File: src/rtl/load_store_unit_if.sv
// Request, memory and response signals of the load/store unit.
// slave: the load/store unit itself; master: execute stage plus data memory.
interface load_store_unit_if #(
  parameter int ADDR_W = 10
);
  logic              req_valid;
  logic              req_ready;
  logic              req_store;
  logic [2:0]        req_funct3;
  logic [31:0]       req_addr;
  logic [31:0]       req_wdata;
  logic [ADDR_W-1:0] mem_addr;
  logic [3:0]        mem_we;
  logic [31:0]       mem_wdata;
  logic [31:0]       mem_rdata;
  logic              rsp_valid;
  logic [31:0]       rsp_data;
  logic              rsp_misaligned;
  logic              rsp_illegal;

  modport slave (
    input  req_valid, req_store, req_funct3, req_addr, req_wdata, mem_rdata,
    output req_ready, mem_addr, mem_we, mem_wdata,
    output rsp_valid, rsp_data, rsp_misaligned, rsp_illegal
  );

  modport master (
    output req_valid, req_store, req_funct3, req_addr, req_wdata, mem_rdata,
    input  req_ready, mem_addr, mem_we, mem_wdata,
    input  rsp_valid, rsp_data, rsp_misaligned, rsp_illegal
  );
endinterface

File: src/rtl/load_store_unit.sv
// RISC-V load/store initiator for a word-wide memory with one-cycle registered read.
// Define MISALIGN_SPLIT_EN to split misaligned halfword/word accesses into two word accesses.
module load_store_unit #(
  parameter int ADDR_W = 10
) (
  input  logic             clock,
  input  logic             reset,
  load_store_unit_if.slave bus
);

  typedef enum logic [2:0] {
    S_IDLE   = 3'd0,
    S_ISSUE  = 3'd1,
    S_WAIT   = 3'd2,
    S_RESP   = 3'd3
`ifdef MISALIGN_SPLIT_EN
    ,
    S_ISSUE2 = 3'd4,
    S_WAIT2  = 3'd5
`endif
  } state_t;

  localparam logic [ADDR_W-1:0] ONE_WORD = {{(ADDR_W-1){1'b0}}, 1'b1};

  // Rotates a lane-replicated store word so that its low byte lands on lane 'off'.
  function automatic logic [31:0] rotl_lanes(input logic [31:0] d, input logic [1:0] off);
    logic [4:0] sh;
    sh = {off, 3'b000};
    return (d << sh) | (d >> (6'd32 - {1'b0, sh}));
  endfunction

  function automatic logic [31:0] extend_load(input logic [63:0] raw, input logic [1:0] off,
                                              input logic [2:0] f3);
    logic [31:0] sh;
    sh = 32'(raw >> {off, 3'b000});
    case (f3)
      3'b000:  extend_load = {{24{sh[7]}}, sh[7:0]};
      3'b001:  extend_load = {{16{sh[15]}}, sh[15:0]};
      3'b010:  extend_load = sh;
      3'b100:  extend_load = {24'h000000, sh[7:0]};
      3'b101:  extend_load = {16'h0000, sh[15:0]};
      default: extend_load = 32'h0000_0000;
    endcase
  endfunction

  state_t            state_q, state_d;
  logic              req_ready_q, req_ready_d;
  logic              store_q, store_d;
  logic [2:0]        funct3_q, funct3_d;
  logic [1:0]        off_q, off_d;
  logic [ADDR_W-1:0] mem_addr_q, mem_addr_d;
  logic [3:0]        mem_we_q, mem_we_d;
  logic [31:0]       mem_wdata_q, mem_wdata_d;
  logic              rsp_valid_q, rsp_valid_d;
  logic [31:0]       rsp_data_q, rsp_data_d;
  logic              rsp_mis_q, rsp_mis_d;
  logic              rsp_ill_q, rsp_ill_d;
`ifdef MISALIGN_SPLIT_EN
  logic              split_q, split_d;
  logic [3:0]        we_hi_q, we_hi_d;
  logic [31:0]       lo_q, lo_d;
  logic [7:0]        mask8_s;
`endif

  logic        illegal_s;
  logic        misaligned_s;
  logic [1:0]  off_s;
  logic [3:0]  size_mask_s;
  logic [3:0]  we_lo_s;
  logic [31:0] rep_s;

  // Decode the incoming request: faults, lane mask and replicated store data.
  always_comb begin
    off_s     = bus.req_addr[1:0];
    illegal_s = (bus.req_store && bus.req_funct3[2]) || (bus.req_funct3 == 3'b011) ||
                (bus.req_funct3 == 3'b110) || (bus.req_funct3 == 3'b111);
    case (bus.req_funct3[1:0])
      2'b00: begin
        misaligned_s = 1'b0;
        size_mask_s  = 4'b0001;
        rep_s        = {4{bus.req_wdata[7:0]}};
      end
      2'b01: begin
        misaligned_s = off_s[0];
        size_mask_s  = 4'b0011;
        rep_s        = {2{bus.req_wdata[15:0]}};
      end
      2'b10: begin
        misaligned_s = (off_s != 2'b00);
        size_mask_s  = 4'b1111;
        rep_s        = bus.req_wdata;
      end
      default: begin
        misaligned_s = 1'b0;
        size_mask_s  = 4'b0000;
        rep_s        = bus.req_wdata;
      end
    endcase
`ifdef MISALIGN_SPLIT_EN
    mask8_s = {4'b0000, size_mask_s} << off_s;
    we_lo_s = mask8_s[3:0];
`else
    we_lo_s = size_mask_s << off_s;
`endif
  end

  // Next-state and next-output logic; every output is loaded for the state being entered.
  always_comb begin
    state_d     = state_q;
    req_ready_d = req_ready_q;
    store_d     = store_q;
    funct3_d    = funct3_q;
    off_d       = off_q;
    mem_addr_d  = mem_addr_q;
    mem_we_d    = 4'b0000;
    mem_wdata_d = mem_wdata_q;
    rsp_valid_d = rsp_valid_q;
    rsp_data_d  = rsp_data_q;
    rsp_mis_d   = rsp_mis_q;
    rsp_ill_d   = rsp_ill_q;
`ifdef MISALIGN_SPLIT_EN
    split_d     = split_q;
    we_hi_d     = we_hi_q;
    lo_d        = lo_q;
`endif
    case (state_q)
      S_IDLE: begin
        if (bus.req_valid && req_ready_q) begin
          store_d     = bus.req_store;
          funct3_d    = bus.req_funct3;
          off_d       = off_s;
          req_ready_d = 1'b0;
`ifdef MISALIGN_SPLIT_EN
          split_d     = misaligned_s;
          we_hi_d     = bus.req_store ? mask8_s[7:4] : 4'b0000;
`endif
          if (illegal_s) begin
            state_d     = S_RESP;
            rsp_valid_d = 1'b1;
            rsp_ill_d   = 1'b1;
          end
`ifndef MISALIGN_SPLIT_EN
          else if (misaligned_s) begin
            state_d     = S_RESP;
            rsp_valid_d = 1'b1;
            rsp_mis_d   = 1'b1;
          end
`endif
          else begin
            state_d     = S_ISSUE;
            mem_addr_d  = bus.req_addr[ADDR_W+1:2];
            mem_we_d    = bus.req_store ? we_lo_s : 4'b0000;
            mem_wdata_d = bus.req_store ? rotl_lanes(rep_s, off_s) : mem_wdata_q;
          end
        end else begin
          state_d = S_IDLE;
        end
      end
      S_ISSUE: begin
`ifdef MISALIGN_SPLIT_EN
        if (split_q && store_q) begin
          state_d    = S_ISSUE2;
          mem_addr_d = mem_addr_q + ONE_WORD;
          mem_we_d   = we_hi_q;
        end else
`endif
        if (store_q) begin
          state_d     = S_RESP;
          rsp_valid_d = 1'b1;
        end else begin
          state_d = S_WAIT;
        end
      end
      S_WAIT: begin
`ifdef MISALIGN_SPLIT_EN
        if (split_q) begin
          lo_d       = bus.mem_rdata;
          state_d    = S_ISSUE2;
          mem_addr_d = mem_addr_q + ONE_WORD;
        end else begin
`else
        begin
`endif
          rsp_data_d  = extend_load({32'h0000_0000, bus.mem_rdata}, off_q, funct3_q);
          rsp_valid_d = 1'b1;
          state_d     = S_RESP;
        end
      end
`ifdef MISALIGN_SPLIT_EN
      S_ISSUE2: begin
        if (store_q) begin
          state_d     = S_RESP;
          rsp_valid_d = 1'b1;
        end else begin
          state_d = S_WAIT2;
        end
      end
      S_WAIT2: begin
        rsp_data_d  = extend_load({bus.mem_rdata, lo_q}, off_q, funct3_q);
        rsp_valid_d = 1'b1;
        state_d     = S_RESP;
      end
`endif
      S_RESP: begin
        state_d     = S_IDLE;
        req_ready_d = 1'b1;
        rsp_valid_d = 1'b0;
        rsp_data_d  = 32'h0000_0000;
        rsp_mis_d   = 1'b0;
        rsp_ill_d   = 1'b0;
      end
      default: begin
        state_d     = S_IDLE;
        req_ready_d = 1'b1;
      end
    endcase
  end

  // State and output registers; reset abandons any request in flight.
  always_ff @(posedge clock or posedge reset) begin
    if (reset) begin
      state_q     <= S_IDLE;
      req_ready_q <= 1'b1;
      store_q     <= 1'b0;
      funct3_q    <= 3'b000;
      off_q       <= 2'b00;
      mem_addr_q  <= '0;
      mem_we_q    <= 4'b0000;
      mem_wdata_q <= 32'h0000_0000;
      rsp_valid_q <= 1'b0;
      rsp_data_q  <= 32'h0000_0000;
      rsp_mis_q   <= 1'b0;
      rsp_ill_q   <= 1'b0;
`ifdef MISALIGN_SPLIT_EN
      split_q     <= 1'b0;
      we_hi_q     <= 4'b0000;
      lo_q        <= 32'h0000_0000;
`endif
    end else begin
      state_q     <= state_d;
      req_ready_q <= req_ready_d;
      store_q     <= store_d;
      funct3_q    <= funct3_d;
      off_q       <= off_d;
      mem_addr_q  <= mem_addr_d;
      mem_we_q    <= mem_we_d;
      mem_wdata_q <= mem_wdata_d;
      rsp_valid_q <= rsp_valid_d;
      rsp_data_q  <= rsp_data_d;
      rsp_mis_q   <= rsp_mis_d;
      rsp_ill_q   <= rsp_ill_d;
`ifdef MISALIGN_SPLIT_EN
      split_q     <= split_d;
      we_hi_q     <= we_hi_d;
      lo_q        <= lo_d;
`endif
    end
  end

  assign bus.req_ready      = req_ready_q;
  assign bus.mem_addr       = mem_addr_q;
  assign bus.mem_we         = mem_we_q;
  assign bus.mem_wdata      = mem_wdata_q;
  assign bus.rsp_valid      = rsp_valid_q;
  assign bus.rsp_data       = rsp_data_q;
  assign bus.rsp_misaligned = rsp_mis_q;
  assign bus.rsp_illegal    = rsp_ill_q;

endmodule
File: src/flat_wrapper.sv
// flat-port wrapper written by rule: the top's interface ports become plain ports
module load_store_unit_flat 
#(
  parameter int ADDR_W = 10
)
  (clock, reset, bus_req_valid, bus_req_store, bus_req_funct3, bus_req_addr, bus_req_wdata, bus_mem_rdata, bus_req_ready, bus_mem_addr, bus_mem_we, bus_mem_wdata, bus_rsp_valid, bus_rsp_data, bus_rsp_misaligned, bus_rsp_illegal);
  load_store_unit_if #(.ADDR_W(ADDR_W)) bus_i ();
  input  logic clock;
  input  logic reset;
  input wire logic [$bits(bus_i.req_valid)-1:0] bus_req_valid;
  input wire logic [$bits(bus_i.req_store)-1:0] bus_req_store;
  input wire logic [$bits(bus_i.req_funct3)-1:0] bus_req_funct3;
  input wire logic [$bits(bus_i.req_addr)-1:0] bus_req_addr;
  input wire logic [$bits(bus_i.req_wdata)-1:0] bus_req_wdata;
  input wire logic [$bits(bus_i.mem_rdata)-1:0] bus_mem_rdata;
  output wire logic [$bits(bus_i.req_ready)-1:0] bus_req_ready;
  output wire logic [$bits(bus_i.mem_addr)-1:0] bus_mem_addr;
  output wire logic [$bits(bus_i.mem_we)-1:0] bus_mem_we;
  output wire logic [$bits(bus_i.mem_wdata)-1:0] bus_mem_wdata;
  output wire logic [$bits(bus_i.rsp_valid)-1:0] bus_rsp_valid;
  output wire logic [$bits(bus_i.rsp_data)-1:0] bus_rsp_data;
  output wire logic [$bits(bus_i.rsp_misaligned)-1:0] bus_rsp_misaligned;
  output wire logic [$bits(bus_i.rsp_illegal)-1:0] bus_rsp_illegal;
  assign bus_i.req_valid = bus_req_valid;
  assign bus_i.req_store = bus_req_store;
  assign bus_i.req_funct3 = bus_req_funct3;
  assign bus_i.req_addr = bus_req_addr;
  assign bus_i.req_wdata = bus_req_wdata;
  assign bus_i.mem_rdata = bus_mem_rdata;
  assign bus_req_ready = bus_i.req_ready;
  assign bus_mem_addr = bus_i.mem_addr;
  assign bus_mem_we = bus_i.mem_we;
  assign bus_mem_wdata = bus_i.mem_wdata;
  assign bus_rsp_valid = bus_i.rsp_valid;
  assign bus_rsp_data = bus_i.rsp_data;
  assign bus_rsp_misaligned = bus_i.rsp_misaligned;
  assign bus_rsp_illegal = bus_i.rsp_illegal;
  load_store_unit #(.ADDR_W(ADDR_W)) u_core (.clock(clock), .reset(reset), .bus(bus_i));
endmodule
File: config.mk
export PLATFORM = sky130hd
export DESIGN_NAME = load_store_unit_flat
export DESIGN_NICKNAME = d
export VERILOG_FILES = /design/src/rtl/load_store_unit_if.sv /design/src/rtl/load_store_unit.sv /design/src/flat_wrapper.sv
export SDC_FILE = /design/constraint.sdc
export NUM_CORES = 1
export LEC_CHECK = 0
export CAP_MARGIN = 20
export CORE_MARGIN = 2
export CORE_UTILIZATION = 42
export CTS_CLUSTER_DIAMETER = 120
export DETAILED_ROUTE_END_ITERATION = 16
export HOLD_SLACK_MARGIN = 0.02
export PLACE_DENSITY = 0.82
export REMOVE_ABC_BUFFERS = 1
export SETUP_SLACK_MARGIN = 0.2
export SYNTH_ARGS = -nofsm -noshare
export SYNTH_HDL_FRONTEND = slang
export SYNTH_SLANG_ARGS = --single-unit
File: constraint.sdc
create_clock -name clock -period 2.6 [get_ports clock]
set_input_delay 0.39 -clock clock [delete_from_list [all_inputs] [get_ports clock]]
set_output_delay 0.39 -clock clock [all_outputs]
set_load 0.05 [all_outputs]
==> results of run 1 <==
worst max-delay path: stages:
cell and delay, ns:
clkdlybuf4s50_1 0.50, inv_1 0.09, ha_1 0.30, buf_4 0.20, and2_1 0.17, a221oi_1 0.29, a211oi_1 0.15, a221oi_1 0.29
o21ai_0 0.13
routing by layer:
metal	vias to the layer above	track usage (%)	routed length, um
met5	-	0	0
met4	0	10.7	503
met1	2718	32.4	7460
met3	38	5.33	1460
li1	2591	-	-
met2	303	44.5	8890
synthesized netlist by cell type, drive strengths merged (9+ instances only):
master | n | area share (%)
o21ai | 74 | 6.8
a221oi | 26 | 4.2
mux2 | 23 | 4.8
a22o | 11 | 1.8
mux2i | 24 | 4.4
dfrtp | 89 | 41
nor2 | 51 | 3.5
clkbuf | 20 | 1.4
inv | 11 | 0.76
buf | 26 | 3.0
nand2 | 76 | 5.3
nand2b | 9 | 1.0
a21oi | 60 | 5.5
ha | 10 | 2.3
a21o | 10 | 1.4
placed cells by master (no fill, tap or decap), types with 6 or more instances in the layout:
cell / count
ha_1: 9
buf_4: 59
clkdlybuf4s50_1: 164
nand2b_1: 9
o21ai_0: 65
inv_1: 10
a221oi_1: 24
or2_2: 8
o221ai_1: 7
a21o_1: 10
nand2_1: 75
clkbuf_16: 9
mux2i_1: 24
a21oi_1: 60
o21ai_1: 8
o22a_1: 6
dfrtp_1: 89
a22o_1: 11
nor2_1: 49
a221o_1: 6
and2_1: 7
mux2_2: 22
a31oi_1: 6
sequential cells by signal (all words and copies together) (netlist names), 2 cells and up:
name                  flops
u_core.bus.mem_addr      10
u_core.state_q            2
u_core.bus.mem_wdata     32
u_core.bus.rsp_data      32
u_core.bus.mem_we         4
u_core.funct3_q           3
u_core.off_q              2
where the power goes:
group | internal [mW] | switching (mW) | total [mW]
clock network | 0.777 | 0.573 | 1.35
registers | 1.95 | 0.381 | 2.33
logic | 1.88 | 3.30 | 5.19
total | 4.62 | 4.26 | 8.87
logic make-up (layout without fill, tap and decap cells):
| logic type | Yosys count | after routing |
|---|---|---|
| buffers and inverters | 57 | 254 |
| multiplexers | 47 | 47 |
| flip-flops | 90 | 90 |
| AND/OR/NAND/NOR | 171 | 171 |
| adder cells (fa/ha/maj) | 10 | 10 |
| AO/OA/AOI/OAI | 229 | 229 |
final timing paths:
path                                               from                  endpoint
worst min-delay path                              reset    u_core.bus.mem_addr[7]
worst max-delay path                  bus_req_funct3[1]   u_core.bus.mem_wdata[1]
worst max register to register        u_core.state_q[1]  u_core.bus.mem_wdata[19]
min in group clock              u_core.bus.rsp_data[17]   u_core.bus.rsp_data[17]
worst min register to register  u_core.bus.rsp_data[17]   u_core.bus.rsp_data[17]
max in group asynchronous                         reset  u_core.bus.mem_wdata[13]
through the flow:
stage	setup WS, ns	hold WS [ns]	utilization [%]	cells	TNS [ns]
floorplan	-0.124	0.454	-	558	-11.20
global placement	-0.0731	0.466	60.0	957	-0.577
detailed placement	-0.103	0.470	60.0	957	-1.29
CTS	0.258	0.430	62.4	973	0
global route	0.149	0.465	62.6	973	0
finish	0.306	0.422	62.6	973	0
area by class of cell:
class	instances	area (um^2)
repair buffers	227	2160
flip-flops and latches	90	2250
well taps	172	215
clock buffers	11	243
clock inverters	5	60.1
fillers	1067	4740
inverters	11	42.5
multi-input cells	457	2950
what timing repair did:
action,CTS,global route
endpoints found under the hold margin,0,0
setup endpoints to repair,0,14
gates resized for setup,0,6
==> reports/qor.yml, run 1 <==
synth_top_family_by_area: "compound AO/OA/AOI/OAI gates"
grt_pass1_vias: 5597
slew_headroom_pct: 42.0
drive_above_1_share_pct: 16.0
r2r_cells: 7
vias_per_cell: 5.81
cts-hold-fix-buffers: 0
antenna_left: 0
cts_num_sinks: 90
power_mw: 8.87
placed_cell_area_um2: 7610
synth_seq_area_share_pct: 41.2
design_area_um2: 7930
yosys.area_share.simple_pct: 15.0
gp_congestion: 0.957
dr.first_iter.drc_count: 588
reg2reg_slack_ns: 0.55
dieWidth_um: 118
critical_path.startpoint_type: "primary input"
ys_ff_latch: 90
hold_class: "primary input to async pin"
synth-xor-area-share_pct: 0
clk_pin_slew_ns: 0.06
root_buffer: "clkbuf_16"
peakVddDrop_mv: 0.595
period_share_pct: 88.2
syn_area_um2: 5460
antenna_found_initial: 0
required_ns: 2.82
vias: 5650
status: "finished, final reports clean"
clock_skew_ns: 0.00554
ys.warnings.count: 0
die_y_um: 118
drc: 0
rsz0062_at_grt: "false"
drv_cap: 0
synth-compound-area-share_pct: 27.1
cp-end-kind: "flip-flop"
dieArea_um2: 13900
start_util_pct: 43.1
final-setup-viol-count: 0
ys_types: 54
htreeDepth: 3
rows: 41
arrival_ns: 2.51
clockBufferDepth: 2
synth_cells: 604
grt_usage_pct: 26.2
crit_type: "primary input to flip-flop"
synth_mux_area_share_pct: 9.21
grt_max_degree: 54
min_period_ns: 2.29
diodes: 0
port_buffers: 164
synth_top_flop_cell: "dfrtp_1"
wl_mm: 18.3
p_per_area_nw_per_um2: 1120
finalMaxSlewViolations: 0
grt_pass1_wl_mm: 29.4
first_pass_iters: 5
tightest_slew_ns: 0.864
total_leakage_power_nw: 3.36
area_growth_pct: 45.1
overflow: 0
cts_tree: "yes"
hpwl_mm: 13.5
finalHoldViolCount: 0
synth_edf_count: 0
synth-adder-area-share_pct: 2.29
syn_avg_cell_area_um2: 9.05
wl_per_cell_um: 18.8
async_flop_share_pct: 100
boundaryPins: 185
numCtsBuffers: 9
fmax_ghz: 0.436
clkLatencyLatePin_ns: 0.35
layout.nets: 909
worst-path-max-fanout: 8
post-cts-setup-buffers: 0
core_um2: 12700
Note: power is estimated with default switching activity, not from simulation.
==> inputs of run 2 (changes only) <==
Settings changed: CTS_CLUSTER_SIZE set to 40.
==> results of run 2 <==
No change in the layout: final DEF, timing and power equal those of run 1.
==> inputs of run 3 (changes only) <==
Settings changed: CAP_MARGIN 20 to unset.
==> results of run 3 <==
No change in the layout: final DEF, timing and power equal those of run 1.
